===== src/rtl/mem_access_pkg.sv =====
// Shared encodings for the load/store sequencer: funct3 codes, access sizes, FSM states.
package mem_access_pkg;

  localparam logic [2:0] F3_LB  = 3'b000;
  localparam logic [2:0] F3_LH  = 3'b001;
  localparam logic [2:0] F3_LW  = 3'b010;
  localparam logic [2:0] F3_LBU = 3'b100;
  localparam logic [2:0] F3_LHU = 3'b101;
  localparam logic [2:0] F3_SB  = 3'b000;
  localparam logic [2:0] F3_SH  = 3'b001;
  localparam logic [2:0] F3_SW  = 3'b010;

  localparam logic [1:0] SZ_BYTE = 2'b00;
  localparam logic [1:0] SZ_HALF = 2'b01;
  localparam logic [1:0] SZ_WORD = 2'b10;

  typedef enum logic [1:0] {
    ST_IDLE  = 2'd0,
    ST_ISSUE = 2'd1,
    ST_WAIT  = 2'd2,
    ST_RESP  = 2'd3
  } state_e;

  function automatic logic load_f3_ok(input logic [2:0] f3);
    return (f3 == F3_LB) || (f3 == F3_LH) || (f3 == F3_LW) ||
           (f3 == F3_LBU) || (f3 == F3_LHU);
  endfunction

  function automatic logic store_f3_ok(input logic [2:0] f3);
    return (f3 == F3_SB) || (f3 == F3_SH) || (f3 == F3_SW);
  endfunction

endpackage


===== src/rtl/mem_access_unit_if.sv =====
// Request, data-memory and response signals of the load/store sequencer.
// master = pipeline/memory side, slave = the sequencer itself.
interface mem_access_unit_if #(
  parameter int XLEN = 32
);
  logic            req_valid;
  logic            req_ready;
  logic            req_is_load;
  logic            req_is_store;
  logic [2:0]      req_funct3;
  logic [XLEN-1:0] req_addr;
  logic [XLEN-1:0] req_wdata;
  logic [4:0]      req_rd;
  logic            stall;
  logic [XLEN-1:0] mem_address;
  logic [XLEN-1:0] mem_write_data;
  logic            mem_memwrite;
  logic            mem_memread;
  logic [1:0]      mem_byte_size;
  logic            mem_sign_ext;
  logic [XLEN-1:0] mem_read_data;
  logic            resp_valid;
  logic [XLEN-1:0] resp_data;
  logic [4:0]      resp_rd;
  logic            misalign_exc;
  logic            fault_exc;
  logic [XLEN-1:0] exc_addr;

  modport master (
    output req_valid, req_is_load, req_is_store, req_funct3, req_addr,
           req_wdata, req_rd, mem_read_data,
    input  req_ready, stall, mem_address, mem_write_data, mem_memwrite,
           mem_memread, mem_byte_size, mem_sign_ext, resp_valid, resp_data,
           resp_rd, misalign_exc, fault_exc, exc_addr
  );

  modport slave (
    input  req_valid, req_is_load, req_is_store, req_funct3, req_addr,
           req_wdata, req_rd, mem_read_data,
    output req_ready, stall, mem_address, mem_write_data, mem_memwrite,
           mem_memread, mem_byte_size, mem_sign_ext, resp_valid, resp_data,
           resp_rd, misalign_exc, fault_exc, exc_addr
  );
endinterface


===== src/rtl/mem_access_decode.sv =====
// Combinational funct3/address decode: access size, sign extension and the
// fault/misalign classification of a request.
module mem_access_decode
  import mem_access_pkg::*;
#(
  parameter int ADDR_BITS = 10,
  parameter int XLEN      = 32
) (
  input  logic            is_load,
  input  logic            is_store,
  input  logic [2:0]      funct3,
  input  logic [XLEN-1:0] addr,
  output logic [1:0]      byte_size,
  output logic            sign_ext,
  output logic            misalign,
  output logic            fault
);

  logic out_of_range;
  logic bad_f3;

  always_comb begin
    byte_size    = funct3[1:0];
    sign_ext     = is_load & ~funct3[2];
    out_of_range = (addr >> ADDR_BITS) != '0;
    bad_f3       = (is_load & ~load_f3_ok(funct3)) |
                   (is_store & ~store_f3_ok(funct3));
    fault        = (is_load & is_store) | bad_f3 | out_of_range;
    // funct3[1:0]==11 is always a fault, so only half/word need alignment
    misalign     = ((byte_size == SZ_HALF) & addr[0]) |
                   ((byte_size == SZ_WORD) & (addr[1:0] != 2'b00));
  end

endmodule


===== src/rtl/mem_access_unit.sv =====
// Load/store sequencer between the MEM stage and a 2-cycle registered data
// memory: single-cycle stores, 4-cycle loads with pipeline stall.
module mem_access_unit
  import mem_access_pkg::*;
#(
  parameter int ADDR_BITS = 10,
  parameter int XLEN      = 32
) (
  input logic              clock,
  input logic              reset,
  mem_access_unit_if.slave bus
);

  state_e          state_q, state_d;
  logic [XLEN-1:0] addr_q, addr_d;
  logic [XLEN-1:0] wdata_q, wdata_d;
  logic [1:0]      size_q, size_d;
  logic            sign_q, sign_d;
  logic [4:0]      rd_q, rd_d;
  logic            memread_q, memread_d;
  logic            memwrite_q, memwrite_d;
  logic            mis_q, mis_d;
  logic            flt_q, flt_d;
  logic [XLEN-1:0] exc_addr_q, exc_addr_d;

  logic [1:0] dec_size;
  logic       dec_sign, dec_mis, dec_flt;
  logic       idle, accept, ok;

  mem_access_decode #(
    .ADDR_BITS (ADDR_BITS),
    .XLEN      (XLEN)
  ) u_decode (
    .is_load   (bus.req_is_load),
    .is_store  (bus.req_is_store),
    .funct3    (bus.req_funct3),
    .addr      (bus.req_addr),
    .byte_size (dec_size),
    .sign_ext  (dec_sign),
    .misalign  (dec_mis),
    .fault     (dec_flt)
  );

  assign idle   = (state_q == ST_IDLE);
  assign accept = bus.req_valid & idle & (bus.req_is_load | bus.req_is_store);
  assign ok     = accept & ~dec_flt & ~dec_mis;

  always_comb begin
    state_d    = state_q;
    addr_d     = addr_q;
    wdata_d    = wdata_q;
    size_d     = size_q;
    sign_d     = sign_q;
    rd_d       = rd_q;
    exc_addr_d = exc_addr_q;
    memread_d  = 1'b0;
    memwrite_d = 1'b0;
    mis_d      = 1'b0;
    flt_d      = 1'b0;

    unique case (state_q)
      ST_IDLE: begin
        if (ok) begin
          addr_d = bus.req_addr;
          size_d = dec_size;
          sign_d = dec_sign;
          if (bus.req_is_load) begin
            memread_d = 1'b1;
            rd_d      = bus.req_rd;
            state_d   = ST_ISSUE;
          end else begin
            memwrite_d = 1'b1;
            wdata_d    = bus.req_wdata;
          end
        end
        if (accept & (dec_flt | dec_mis)) begin
          flt_d      = dec_flt;
          mis_d      = ~dec_flt;
          exc_addr_d = bus.req_addr;
        end
      end
      ST_ISSUE: state_d = ST_WAIT;
      ST_WAIT:  state_d = ST_RESP;
      ST_RESP:  state_d = ST_IDLE;
      default:  state_d = ST_IDLE;
    endcase
  end

  always_ff @(posedge clock) begin
    if (reset) begin
      state_q    <= ST_IDLE;
      addr_q     <= '0;
      wdata_q    <= '0;
      size_q     <= SZ_BYTE;
      sign_q     <= 1'b0;
      rd_q       <= '0;
      memread_q  <= 1'b0;
      memwrite_q <= 1'b0;
      mis_q      <= 1'b0;
      flt_q      <= 1'b0;
      exc_addr_q <= '0;
    end else begin
      state_q    <= state_d;
      addr_q     <= addr_d;
      wdata_q    <= wdata_d;
      size_q     <= size_d;
      sign_q     <= sign_d;
      rd_q       <= rd_d;
      memread_q  <= memread_d;
      memwrite_q <= memwrite_d;
      mis_q      <= mis_d;
      flt_q      <= flt_d;
      exc_addr_q <= exc_addr_d;
    end
  end

  // Pulses are masked by reset so nothing reaches memory in a reset cycle.
  assign bus.req_ready      = idle & ~reset;
  assign bus.stall          = ~reset & ((state_q == ST_ISSUE) | (state_q == ST_WAIT) |
                              (idle & bus.req_valid & bus.req_is_load & ~dec_flt & ~dec_mis));
  assign bus.mem_address    = addr_q;
  assign bus.mem_write_data = wdata_q;
  assign bus.mem_byte_size  = size_q;
  assign bus.mem_sign_ext   = sign_q;
  assign bus.mem_memread    = memread_q & ~reset;
  assign bus.mem_memwrite   = memwrite_q & ~reset;
  assign bus.resp_valid     = (state_q == ST_RESP) & ~reset;
  assign bus.resp_data      = bus.resp_valid ? bus.mem_read_data : '0;
  assign bus.resp_rd        = bus.resp_valid ? rd_q : '0;
  assign bus.misalign_exc   = mis_q & ~reset;
  assign bus.fault_exc      = flt_q & ~reset;
  assign bus.exc_addr       = exc_addr_q;

endmodule


===== src/flat_wrapper.sv =====
// flat-port wrapper written by rule: the top's interface ports become plain ports
module mem_access_unit_flat import mem_access_pkg::*;
#(
  parameter int ADDR_BITS = 10,
  parameter int XLEN      = 32
)
  (clock, reset, bus_req_valid, bus_req_is_load, bus_req_is_store, bus_req_funct3, bus_req_addr, bus_req_wdata, bus_req_rd, bus_mem_read_data, bus_req_ready, bus_stall, bus_mem_address, bus_mem_write_data, bus_mem_memwrite, bus_mem_memread, bus_mem_byte_size, bus_mem_sign_ext, bus_resp_valid, bus_resp_data, bus_resp_rd, bus_misalign_exc, bus_fault_exc, bus_exc_addr);
  mem_access_unit_if #(.XLEN(XLEN)) bus_i ();
  input logic clock;
  input logic reset;
  input wire logic [$bits(bus_i.req_valid)-1:0] bus_req_valid;
  input wire logic [$bits(bus_i.req_is_load)-1:0] bus_req_is_load;
  input wire logic [$bits(bus_i.req_is_store)-1:0] bus_req_is_store;
  input wire logic [$bits(bus_i.req_funct3)-1:0] bus_req_funct3;
  input wire logic [$bits(bus_i.req_addr)-1:0] bus_req_addr;
  input wire logic [$bits(bus_i.req_wdata)-1:0] bus_req_wdata;
  input wire logic [$bits(bus_i.req_rd)-1:0] bus_req_rd;
  input wire logic [$bits(bus_i.mem_read_data)-1:0] bus_mem_read_data;
  output wire logic [$bits(bus_i.req_ready)-1:0] bus_req_ready;
  output wire logic [$bits(bus_i.stall)-1:0] bus_stall;
  output wire logic [$bits(bus_i.mem_address)-1:0] bus_mem_address;
  output wire logic [$bits(bus_i.mem_write_data)-1:0] bus_mem_write_data;
  output wire logic [$bits(bus_i.mem_memwrite)-1:0] bus_mem_memwrite;
  output wire logic [$bits(bus_i.mem_memread)-1:0] bus_mem_memread;
  output wire logic [$bits(bus_i.mem_byte_size)-1:0] bus_mem_byte_size;
  output wire logic [$bits(bus_i.mem_sign_ext)-1:0] bus_mem_sign_ext;
  output wire logic [$bits(bus_i.resp_valid)-1:0] bus_resp_valid;
  output wire logic [$bits(bus_i.resp_data)-1:0] bus_resp_data;
  output wire logic [$bits(bus_i.resp_rd)-1:0] bus_resp_rd;
  output wire logic [$bits(bus_i.misalign_exc)-1:0] bus_misalign_exc;
  output wire logic [$bits(bus_i.fault_exc)-1:0] bus_fault_exc;
  output wire logic [$bits(bus_i.exc_addr)-1:0] bus_exc_addr;
  assign bus_i.req_valid = bus_req_valid;
  assign bus_i.req_is_load = bus_req_is_load;
  assign bus_i.req_is_store = bus_req_is_store;
  assign bus_i.req_funct3 = bus_req_funct3;
  assign bus_i.req_addr = bus_req_addr;
  assign bus_i.req_wdata = bus_req_wdata;
  assign bus_i.req_rd = bus_req_rd;
  assign bus_i.mem_read_data = bus_mem_read_data;
  assign bus_req_ready = bus_i.req_ready;
  assign bus_stall = bus_i.stall;
  assign bus_mem_address = bus_i.mem_address;
  assign bus_mem_write_data = bus_i.mem_write_data;
  assign bus_mem_memwrite = bus_i.mem_memwrite;
  assign bus_mem_memread = bus_i.mem_memread;
  assign bus_mem_byte_size = bus_i.mem_byte_size;
  assign bus_mem_sign_ext = bus_i.mem_sign_ext;
  assign bus_resp_valid = bus_i.resp_valid;
  assign bus_resp_data = bus_i.resp_data;
  assign bus_resp_rd = bus_i.resp_rd;
  assign bus_misalign_exc = bus_i.misalign_exc;
  assign bus_fault_exc = bus_i.fault_exc;
  assign bus_exc_addr = bus_i.exc_addr;
  mem_access_unit #(.ADDR_BITS(ADDR_BITS), .XLEN(XLEN)) u_core (.clock(clock), .reset(reset), .bus(bus_i));
endmodule

===== config.mk =====
export PLATFORM = sky130hd
export DESIGN_NAME = mem_access_unit_flat
export DESIGN_NICKNAME = d
export VERILOG_FILES = /design/src/rtl/mem_access_pkg.sv /design/src/rtl/mem_access_unit_if.sv /design/src/rtl/mem_access_decode.sv /design/src/rtl/mem_access_unit.sv /design/src/flat_wrapper.sv
export SDC_FILE = /design/constraint.sdc
export NUM_CORES = 1
export LEC_CHECK = 0
export ABC_AREA = 1
export BUFFER_PORTS_ARGS = -buffer_cell sky130_fd_sc_hd__buf_2
export CORE_MARGIN = 4
export CORE_UTILIZATION = 40
export CTS_CLUSTER_SIZE = 20
export DETAILED_ROUTE_END_ITERATION = 8
export GPL_ROUTABILITY_DRIVEN = 0
export GPL_TIMING_DRIVEN = 0
export PLACE_DENSITY_LB_ADDON = 0.1
export SLEW_MARGIN = 20
export SYNTH_ARGS = -nofsm -noshare
export SYNTH_HDL_FRONTEND = slang
export SYNTH_SLANG_ARGS = --single-unit

===== constraint.sdc =====
create_clock -name clock -period 1.5 [get_ports clock]
set_input_delay 0.075 -clock clock [delete_from_list [all_inputs] [get_ports clock]]
set_output_delay 0.075 -clock clock [all_outputs]
set_load 0.1 [all_outputs]

==> results.sh, run 1 <==
export IMPL_status="finished with violations"
export IMPL_violations="negative hold slack, negative setup slack"
export IMPL_layout_setup_ws_ns=-0.1929
export IMPL_cp_max_fo=6
export IMPL_slew_headroom=0.5567
export IMPL_overflow=0
export IMPL_worst_ep_arrival_time_ns=1.62
export IMPL_die_w_um=114.5
export IMPL_yosysWarnings=0
export IMPL_path_clk_slew_ns=0.07
export IMPL_antenna_cells=0
export IMPL_fin_worst_skew_ns=0.01131
export IMPL_setup_tns_ns=-8.090
export IMPL_track_usage=0.2429
export IMPL_cts_root_buffer="clkbuf_16"
export IMPL_slew_violations=0
export IMPL_seq_area_frac_synth=0.4858
export IMPL_antenna_found_initial=0
export IMPL_finalHoldViolations=3
export IMPL_synth_area_um2=4533
export IMPL_synth_fp_nets=770
export IMPL_worst_path_buf_inv=3
export IMPL_end_kind="output port"
export IMPL_hold_path_class="in2reg"
export IMPL_worstHoldStart="bus_req_addr[28]"
export IMPL_crit_family="buffers and inverters"
export IMPL_yosysUniqueCellTypes=27
export IMPL_wl_um=16720
export IMPL_worst_pin_slew_ns=0.6650
export IMPL_critPathSlowestCell="dfxtp_4"
export IMPL_yosys_register_bits=110
export IMPL_routedWlPerCell_um=14.61
export IMPL_fin_util=0.7454
export IMPL_grt_pass1_wl_um=25450
export IMPL_numPortBuffers=251
export IMPL_wl_met1_um=6225
export IMPL_wl_met2_um=8667
export IMPL_drc=0
export IMPL_core_rowCount=38
export IMPL_viasPerCell=4.574
export IMPL_path_cells="ha_4, nand2_4, clkbuf_16, clkbuf_16, nor2_4, buf_12"
export IMPL_setup_viol=94
export IMPL_drv_cap=0
export IMPL_critPathKind="reg2out"
export IMPL_syn_to_final_growth_pct=80.60
export IMPL_drive_above_1_share=0.3845
export IMPL_fmax_mhz=590.7
export IMPL_post_route_period_util=1.129
export IMPL_worstSetupStartpoint="u_core.state_q[1]"
export IMPL_holdWs_ns=-0.009266
export IMPL_routed_wl_met3_um=1273
export IMPL_numCtsBuffers=9
export IMPL_die_area_um2=13100
export IMPL_critPathMaxStageDelay_ns=0.39
export IMPL_critPathMostFrequentCell="clkbuf_16"
export IMPL_die_h_um=114.5
export IMPL_reg2reg_from="u_core.state_q[1]"
export IMPL_ctsLongestPathBuffers=2
export IMPL_grt_max_degree=20
export IMPL_ios=252
export IMPL_synth_cells=657
export IMPL_core_region_area_um2=10980
export IMPL_top_layer="met4"
export IMPL_start_util=0.4127
export IMPL_critPathLaunchType="register"
export IMPL_fin_nets=1112
export IMPL_power_density_nw_per_um2=798.0
export IMPL_drt_iter0_markers=318
export IMPL_htreeDepth=3
export IMPL_syn_area_per_cell_um2=6.900
export IMPL_worstPathRequired_ns=1.42
export IMPL_worstSkewPairLatency_ns=0.35
export IMPL_dp_hpwl_um=10680
export IMPL_clock_sinks=110
export IMPL_rsz0062_at_grt="yes"
export IMPL_cts_tree="built"
export IMPL_vias=5233
export IMPL_grt_pass1_vias=5165
export IMPL_first_pass_iters=5
export IMPL_leakagePower_nw=4.368
export IMPL_ir_drop_mv=0.6044
export IMPL_min_period_ns=1.693
export IMPL_detail_route_antenna_nets=0
routing by layer:
layer	vias up	global-route usage
met1	2358	0.2649
met2	205	0.4459
met3	37	0.06342
met4	0	0.09343
li1	2633	-
met5	-	0
placed cells by master, fill, tap and decap left out, types with 3 or more instances in the layout:
master         count
nor2_1           174
nand2_4            3
nand3_1            4
o21ai_1           25
dlygate4sd3_1     58
buf_2            212
buf_12            39
o21ai_0            6
and3_1            22
inv_2              3
clkbuf_16         14
a21oi_1            4
nand2_1          110
nor2_4            36
buf_6             18
clkbuf_1          12
inv_1             88
buf_4             17
dfxtp_1          108
nor2_2            15
cells in the mapped netlist:
cell / number / share of area
clkbuf_1: 19 / 0.016
nand3_2: 3 / 0.0066
o21ai_0: 12 / 0.013
nand2_2: 2 / 0.0028
o211ai_1: 1 / 0.0017
buf_4: 3 / 0.0050
dfxtp_1: 110 / 0.49
and3_1: 22 / 0.030
inv_2: 2 / 0.0017
ha_1: 4 / 0.011
a21oi_1: 5 / 0.0055
nor3_2: 2 / 0.0044
nand4_1: 1 / 0.0014
nand3_1: 4 / 0.0044
buf_6: 4 / 0.0099
inv_1: 92 / 0.076
or2_2: 1 / 0.0014
nand4_4: 1 / 0.0047
nor2_1: 224 / 0.19
clkinv_1: 1 / 0.00083
buf_2: 8 / 0.0088
nor3_1: 1 / 0.0011
nor2_2: 1 / 0.0014
nand2_1: 112 / 0.093
o21ai_1: 20 / 0.022
or2_1: 1 / 0.0014
nor2_8: 1 / 0.0044
cell families (layout without fill, tap and decap cells):
| group | Yosys count | count (layout) | synth area share |
|---|---|---|---|
| adders and majority gates | 4 | 4 | 0.01104 |
| buffers and inverters | 129 | 475 | 0.1181 |
| AOI/OAI and AO/OA | 38 | 38 | 0.04251 |
| and+or+nand+nor | 376 | 377 | 0.3425 |
| DFF | 110 | 110 | 0.4858 |
cell type report:
| cell class | instances | area [µm²] |
|---|---|---|
| fillers | 764 | 2796 |
| repair buffers | 331 | 2649 |
| flip-flops and latches | 110 | 2207 |
| multi-input cells | 419 | 2181 |
| inverters | 95 | 365.4 |
| plain buffers | 33 | 317.8 |
| clock buffers | 10 | 239.0 |
| well taps | 140 | 175.2 |
| clock inverters | 6 | 52.55 |
where the power goes:
group	total (mW)	switching [mW]	internal, mW
clock network	2.32	1.12	1.21
registers	3.02	0.0315	2.98
logic	1.19	0.838	0.356
worst min-delay path: stages:
cell     delay (ns)
buf_2          0.09
o21ai_1        0.06
nor2_1         0.07
path summary, 6_finish.rpt:
kind,end,slack [ns],cells past startpoint
min,u_core.bus.exc_addr[28],-0.009,3
min reg2reg,u_core.bus.mem_sign_ext,0.47,2
max reg2reg,u_core.bus.mem_address[4],-0.14,10
max,bus_resp_data[28],-0.19,6
metrics by stage:
step / worst slack (ns) / cells / total power, mW / cell area (µm²) / hold WS (ns)
after floorplan: -0.2290 / 657 / 3.804 / 4852 / 0.1447
after global placement: -0.4036 / 1048 / 4.077 / 6284 / 0.2982
after detailed placement: -0.4179 / 1048 / 4.091 / 6284 / 0.3001
after CTS: -0.2320 / 1132 / 6.533 / 7916 / 0.0009469
after global routing: -0.2504 / 1144 / 6.797 / 8187 / 0.0009122
final: -0.1929 / 1144 / 6.533 / 8187 / -0.009266
what timing repair did:
action / CTS / global route
endpoints found under the hold margin: 62 / 0
hold buffers: 58 / 0
setup endpoints to repair: 147 / 145
pin swaps: 5 / 10
gates resized for setup: 176 / 70
gates cloned: 3 / 4
buffers inserted: 7 / 10
registers in the layout, indices dropped and copies added, names as in the netlist, 2 cells and up:
signal / cells
u_core.bus.exc_addr: 32
u_core.bus.mem_address: 32
u_core.bus.mem_byte_size: 2
u_core.bus.mem_write_data: 32
u_core.rd_q: 5
u_core.state_q: 2
(Power assumes the default switching activity.)
==> run 2: changes to the inputs <==
PLACE_DENSITY_LB_ADDON = 0.08   (was 0.1)
==> run 2 against run 1 <==
The flow still finishes with violations (negative hold slack, negative setup slack); clock power grew 5%; via count grew 4.2%; sequential share of layout area shrank 1.4 points; critical path depth up 2; final cell count is 1.7% higher; sequential cell count unchanged; fmax fell by 2.2%.
==> results.sh, run 2 (same netlist as run 1, synthesis figures left out) <==
export IMPL_cts_root_buffer="clkbuf_16"
export IMPL_fin_worst_skew_ns=0.01051
export IMPL_routedWlPerCell_um=16.06
export IMPL_worstSkewPairLatency_ns=0.35
export IMPL_htreeDepth=3
export IMPL_worstHoldPathCells=3
export IMPL_overflow=0
export IMPL_dp_hpwl_um=11050
export IMPL_hold_path_class="in2reg"
export IMPL_leakagePower_nw=4.534
export IMPL_detail_route_antenna_nets=0
export IMPL_fin_nets=1130
export IMPL_layout_setup_ws_ns=-0.2304
export IMPL_worstPathRequired_ns=1.42
export IMPL_drive_above_1_share=0.4168
export IMPL_core_rowCount=38
export IMPL_wl_um=18680
export IMPL_drt_iter0_markers=274
export IMPL_start_util=0.4127
export IMPL_slew_violations=0
export IMPL_die_w_um=114.5
export IMPL_end_kind="output port"
export IMPL_worst_ep_arrival_time_ns=1.66
export IMPL_path_cells="inv_2, ha_4, nand2_4, nor2_4, nand3_2, buf_6, a21oi_4, buf_12"
export IMPL_ctsLongestPathBuffers=2
export IMPL_nFillCells=703
export IMPL_ios=252
export IMPL_path_clk_slew_ns=0.08
export IMPL_syn_to_final_growth_pct=90.09
export IMPL_grt_pass1_vias=5457
export IMPL_cp_max_fo=3
export IMPL_post_route_period_util=1.154
export IMPL_antenna_found_initial=2
export IMPL_numCtsBuffers=9
export IMPL_die_area_um2=13100
export IMPL_track_usage=0.2675
export IMPL_finalHoldViolations=1
export IMPL_setup_viol=80
export IMPL_grt_max_degree=23
export IMPL_critPathLaunchType="register"
export IMPL_violations="negative hold slack, negative setup slack"
export IMPL_grt_pass1_wl_um=27390
export IMPL_clock_sinks=110
export IMPL_worst_pin_slew_ns=0.7255
export IMPL_crit_family="buffers and inverters"
export IMPL_multi_input_area_um2=2307
export IMPL_holdWs_ns=-0.01368
export IMPL_viasPerCell=4.687
export IMPL_finish_instance_area_um2=8617
export IMPL_rsz0062_at_grt="yes"
export IMPL_status="finished with violations"
export IMPL_vias=5451
export IMPL_numPortBuffers=251
export IMPL_critPathKind="reg2out"
export IMPL_power_density_nw_per_um2=788.8
export IMPL_fmax_mhz=577.9
export IMPL_min_period_ns=1.730
export IMPL_placed_area_um2=6284
export IMPL_layout_common_cells="buf_2 (212), nor2_1 (173), nand2_1 (108), dfxtp_1 (108), inv_1 (88)"
export IMPL_layout_commonest_cell="buf_2"
export IMPL_drv_cap=0
export IMPL_reg2reg_depth=9
export IMPL_cp_depth=8
export IMPL_ir_drop_mv=0.7239
export IMPL_critPathSlowestCell="dfxtp_2"
export IMPL_seq_area_um2=2205
export IMPL_drc=0
export IMPL_slew_headroom=0.5164
export IMPL_core_region_area_um2=10980
export IMPL_cts_tree="built"
export IMPL_die_h_um=114.5
export IMPL_first_pass_iters=5
export IMPL_worst_path_buf_inv=3
export IMPL_critPathMaxStageDelay_ns=0.34
[run 2: cell types whose count changed in the layout (fill, tap and decap cells not counted), sizes merged, moves of 2 or more]
cell	before	now
dlygate4sd3	58	68
clkbuf	28	37
buf	288	285
clkinv	2	4
[run 2: routing by layer]
metal  part of all wire  track usage
met3              0.075      0.06660
met5            0.00070            0
met1               0.36       0.2831
met4              0.036       0.1291
met2               0.53       0.4909
[run 2: cell type report]
cell class,count,share of cell area
Antenna cell,1,0.0002904
Buffer,34,0.03949
Clock buffer,9,0.02614
Clock inverter,7,0.009438
Inverter,95,0.04327
Multi-Input combinational cell,419,0.2678
Sequential cell,110,0.2558
Tap cell,140,0.02033
Timing Repair Buffer,347,0.3364
Timing Repair inverter,1,0.001016
[run 2: stage by stage]
stage	util	TNS [ns]	std cells	power [mW]	setup slack (ns)
floorplan	-	-4.128	657	3.804	-0.2290
global placement	0.5721	-14.69	1048	4.079	-0.3999
detailed placement	0.5721	-21.30	1048	4.092	-0.4240
CTS	0.7415	-13.83	1149	6.663	-0.2106
global route	0.7846	-14.48	1163	7.041	-0.3176
finish	0.7846	-7.726	1163	6.797	-0.2304
[run 2: worst paths after layout]
kind | start | end | slack [ns]
setup / recovery | u_core.state_q[1] | bus_stall | -0.23
hold / removal | bus_req_addr[0] | u_core.bus.exc_addr[0] | -0.01
setup reg to reg | u_core.state_q[1] | u_core.bus.mem_write_data[26] | -0.14
hold reg to reg | u_core.bus.exc_addr[7] | u_core.bus.exc_addr[7] | 0.47
[run 2: what timing repair did]
item / CTS / global route
hold buffers: 68 / 0
pin swaps: 4 / 14
buffers inserted: 13 / 7
gates resized for setup: 183 / 97
gates cloned: 4 / 8
endpoints found under the hold margin: 76 / 0
endpoints found under the setup margin: 144 / 142
[run 2: tightest hold or removal path: stages]
cell	delay, ns
buf_2	0.10
o21ai_2	0.06
nor2_1	0.06
[run 2: power breakdown]
group	internal [mW]	switching, mW	total (mW)
Combinational	0.444	0.904	1.35
Sequential	2.99	0.0352	3.02
Clock	1.20	1.23	2.43
Total	4.63	2.17	6.80
==> run 3: changes to the inputs <==
ABC_AREA = unset   (was 1)
CORE_UTILIZATION = 39   (was 40)
==> run 3 against run 2 <==
The flow finishes with violations (negative setup slack); critical path depth up 2; first-iteration DRC count up 4.7%; sequential power up 2%; combinational power up 42%; clock skew down 0.0018 ns; power up 0.55%; core utilization down 0.42 points; highest routed layer is now met4.
==> results.sh, run 3 <==
export IMPL_setup_viol=149
export IMPL_ios=252
export IMPL_first_pass_iters=4
export IMPL_track_usage=0.2499
export IMPL_layout_common_cells="buf_2 (210), dfxtp_1 (108), dlygate4sd3_1 (70), nor2_1 (54), nand2_1 (48)"
export IMPL_synth_cells=443
export IMPL_layout_commonest_cell="buf_2"
export IMPL_synth_area_leader_cell="dfxtp_1"
export IMPL_clock_sinks=110
export IMPL_routedWlPerCell_um=17.74
export IMPL_nFillCells=673
export IMPL_synth_area_leaders="dfxtp_1 (53%), mux2i_1 (12%), and2_1 (8.8%), nand2_1 (5.8%), nor2_1 (5.1%)"
export IMPL_vias=4638
export IMPL_yosysWarnings=0
export IMPL_synth_common_cells="dfxtp_1 (110), nand2_1 (65), and2_1 (59), nor2_1 (57), mux2i_1 (50)"
export IMPL_critPathSlowestCell="dfxtp_4"
export IMPL_critPathKind="reg2reg"
export IMPL_holdWs_ns=0.04579
export IMPL_htreeDepth=3
export IMPL_detail_route_antenna_nets=0
export IMPL_grt_max_degree=19
export IMPL_ys_flop_type="dfxtp_1"
export IMPL_die_area_um2=12440
export IMPL_die_w_um=111.5
export IMPL_cts_root_buffer="clkbuf_8"
export IMPL_wl_um=16820
export IMPL_drt_iter0_markers=287
export IMPL_ir_drop_mv=0.7508
export IMPL_synth_top_area_frac=0.5269
export IMPL_power_mw=6.835
export IMPL_syn_to_final_growth_pct=93.65
export IMPL_fin_util=0.7804
export IMPL_cts_tree="built"
export IMPL_rsz0062_at_grt="yes"
export IMPL_worstSkewPairLatency_ns=0.37
export IMPL_fin_cells=948
export IMPL_antenna_found_initial=0
export IMPL_dp_hpwl_um=9506
export IMPL_seq_area_frac_synth=0.5269
export IMPL_worst_ep_arrival_time_ns=2.13
export IMPL_layout_setup_ws_ns=-0.3332
export IMPL_yosys_register_bits=110
export IMPL_violations="negative setup slack"
export IMPL_placed_area_um2=5878
export IMPL_die_h_um=111.5
export IMPL_power_density_nw_per_um2=844.6
export IMPL_synth_fp_nets=556
export IMPL_critPathLaunchType="register"
export IMPL_fmax_mhz=545.5
export IMPL_fin_nets=920
export IMPL_worst_pin_slew_ns=0.8402
export IMPL_end_kind="register"
export IMPL_viasPerCell=4.892
export IMPL_min_period_ns=1.833
export IMPL_status="finished with violations"
export IMPL_start_util=0.4030
export IMPL_core_rowCount=37
export IMPL_critPathMaxStageDelay_ns=0.38
export IMPL_fin_worst_skew_ns=0.008683
export IMPL_drc=0
export IMPL_antenna_cells=0
export IMPL_cp_max_fo=5
export IMPL_post_route_period_util=1.222
export IMPL_synth_edf_count=0
export IMPL_synth_area_um2=4179
export IMPL_reg2reg_depth=10
export IMPL_yosysUniqueCellTypes=33
export IMPL_syn_area_per_cell_um2=9.433
export IMPL_numCtsBuffers=9
export IMPL_ctsLongestPathBuffers=2
export IMPL_numPortBuffers=250
export IMPL_path_clk_slew_ns=0.10
export IMPL_leakagePower_nw=3.786
export IMPL_finalHoldViolations=0
export IMPL_core_region_area_um2=10370
export IMPL_finish_instance_area_um2=8093
export IMPL_path_cells="inv_4, ha_4, o211a_1, nand3b_1, buf_4, nor4_4, buf_6, clkbuf_16, nand2_2, a21oi_1"
export IMPL_grt_pass1_vias=4786
export IMPL_drv_cap=0
export IMPL_async_flop_share=0
export IMPL_worstHoldPathCells=3
export IMPL_grt_pass1_wl_um=24980
export IMPL_drive_above_1_share=0.5135
export IMPL_hold_path_class="in2reg"
export IMPL_worstPathRequired_ns=1.79
export IMPL_slew_headroom=0.4399
export IMPL_dp_cells=829
export IMPL_synth_most_common_cell="dfxtp_1"
export IMPL_slew_violations=0
export IMPL_overflow=0
-- run 3: area by class of cell --
class | count | area [µm²] | share of cell area
flip-flops and latches | 110 | 2207 | 0.2727
well taps | 136 | 170.2 | 0.02103
clock inverters | 5 | 66.31 | 0.008194
plain buffers | 25 | 242.7 | 0.02999
repair buffers | 357 | 2988 | 0.3692
inverters | 3 | 13.76 | 0.001701
clock buffers | 11 | 141.4 | 0.01747
multi-input cells | 301 | 2263 | 0.2797
-- run 3: where the power goes --
part	internal [mW]	switching, mW	total, mW
logic	0.704	1.21	1.92
clock network	0.836	1.01	1.85
registers	3.01	0.0536	3.07
total	4.55	2.28	6.84
-- run 3: stage by stage --
step,setup WS [ns],setup TNS (ns)
after global placement,-0.6465,-55.47
after CTS,-0.3201,-33.11
after global routing,-0.4065,-45.04
final,-0.3332,-32.83
after detailed placement,-0.6672,-59.34
after floorplan,-0.3148,-16.24
-- run 3: what timing repair did --
action | 4_1_cts | 5_1_grt
endpoints found under the setup margin | 146 | 150
gates resized for setup | 206 | 70
hold buffers | 70 | 0
hold endpoints to repair | 80 | 0
pin swaps | 7 | 22
gates cloned | 8 | 3
buffers inserted | 20 | 8
-- run 3: per-layer routing --
metal,part of all wire,wire length (µm),track usage
met1,0.37,6238,0.2688
met2,0.51,8592,0.4487
met3,0.069,1164,0.06739
met4,0.049,822,0.1273
met5,0,0,0
-- run 3: cells by family after synthesis --
kind of cell / count (synthesis) / share of synthesized area
AOI/OAI and AO/OA: 42 / 0.05748
adders and majority gates: 4 / 0.01198
buffers and inverters: 32 / 0.03533
DFF: 110 / 0.5269
muxes: 50 / 0.1198
and+or+nand+nor: 205 / 0.2485
-- run 3: final timing paths --
kind	start	to	slack, ns
setup / recovery	u_core.state_q[1]	u_core.bus.mem_write_data[20]	-0.33
hold / removal	bus_req_funct3[2]	u_core.bus.mem_sign_ext	0.05
hold reg to reg	u_core.bus.mem_write_data[19]	u_core.bus.mem_write_data[19]	0.46
setup reg to reg	u_core.state_q[1]	u_core.bus.mem_write_data[20]	-0.33
-- run 3: worst max-delay path: cells and delay by family, from the launching register on --
kind,cells,cell delay (ns)
compound gates,2,0.33
fa+ha+maj,1,0.14
buf+inv,4,0.56
flops,1,0.38
simple gates,3,0.34
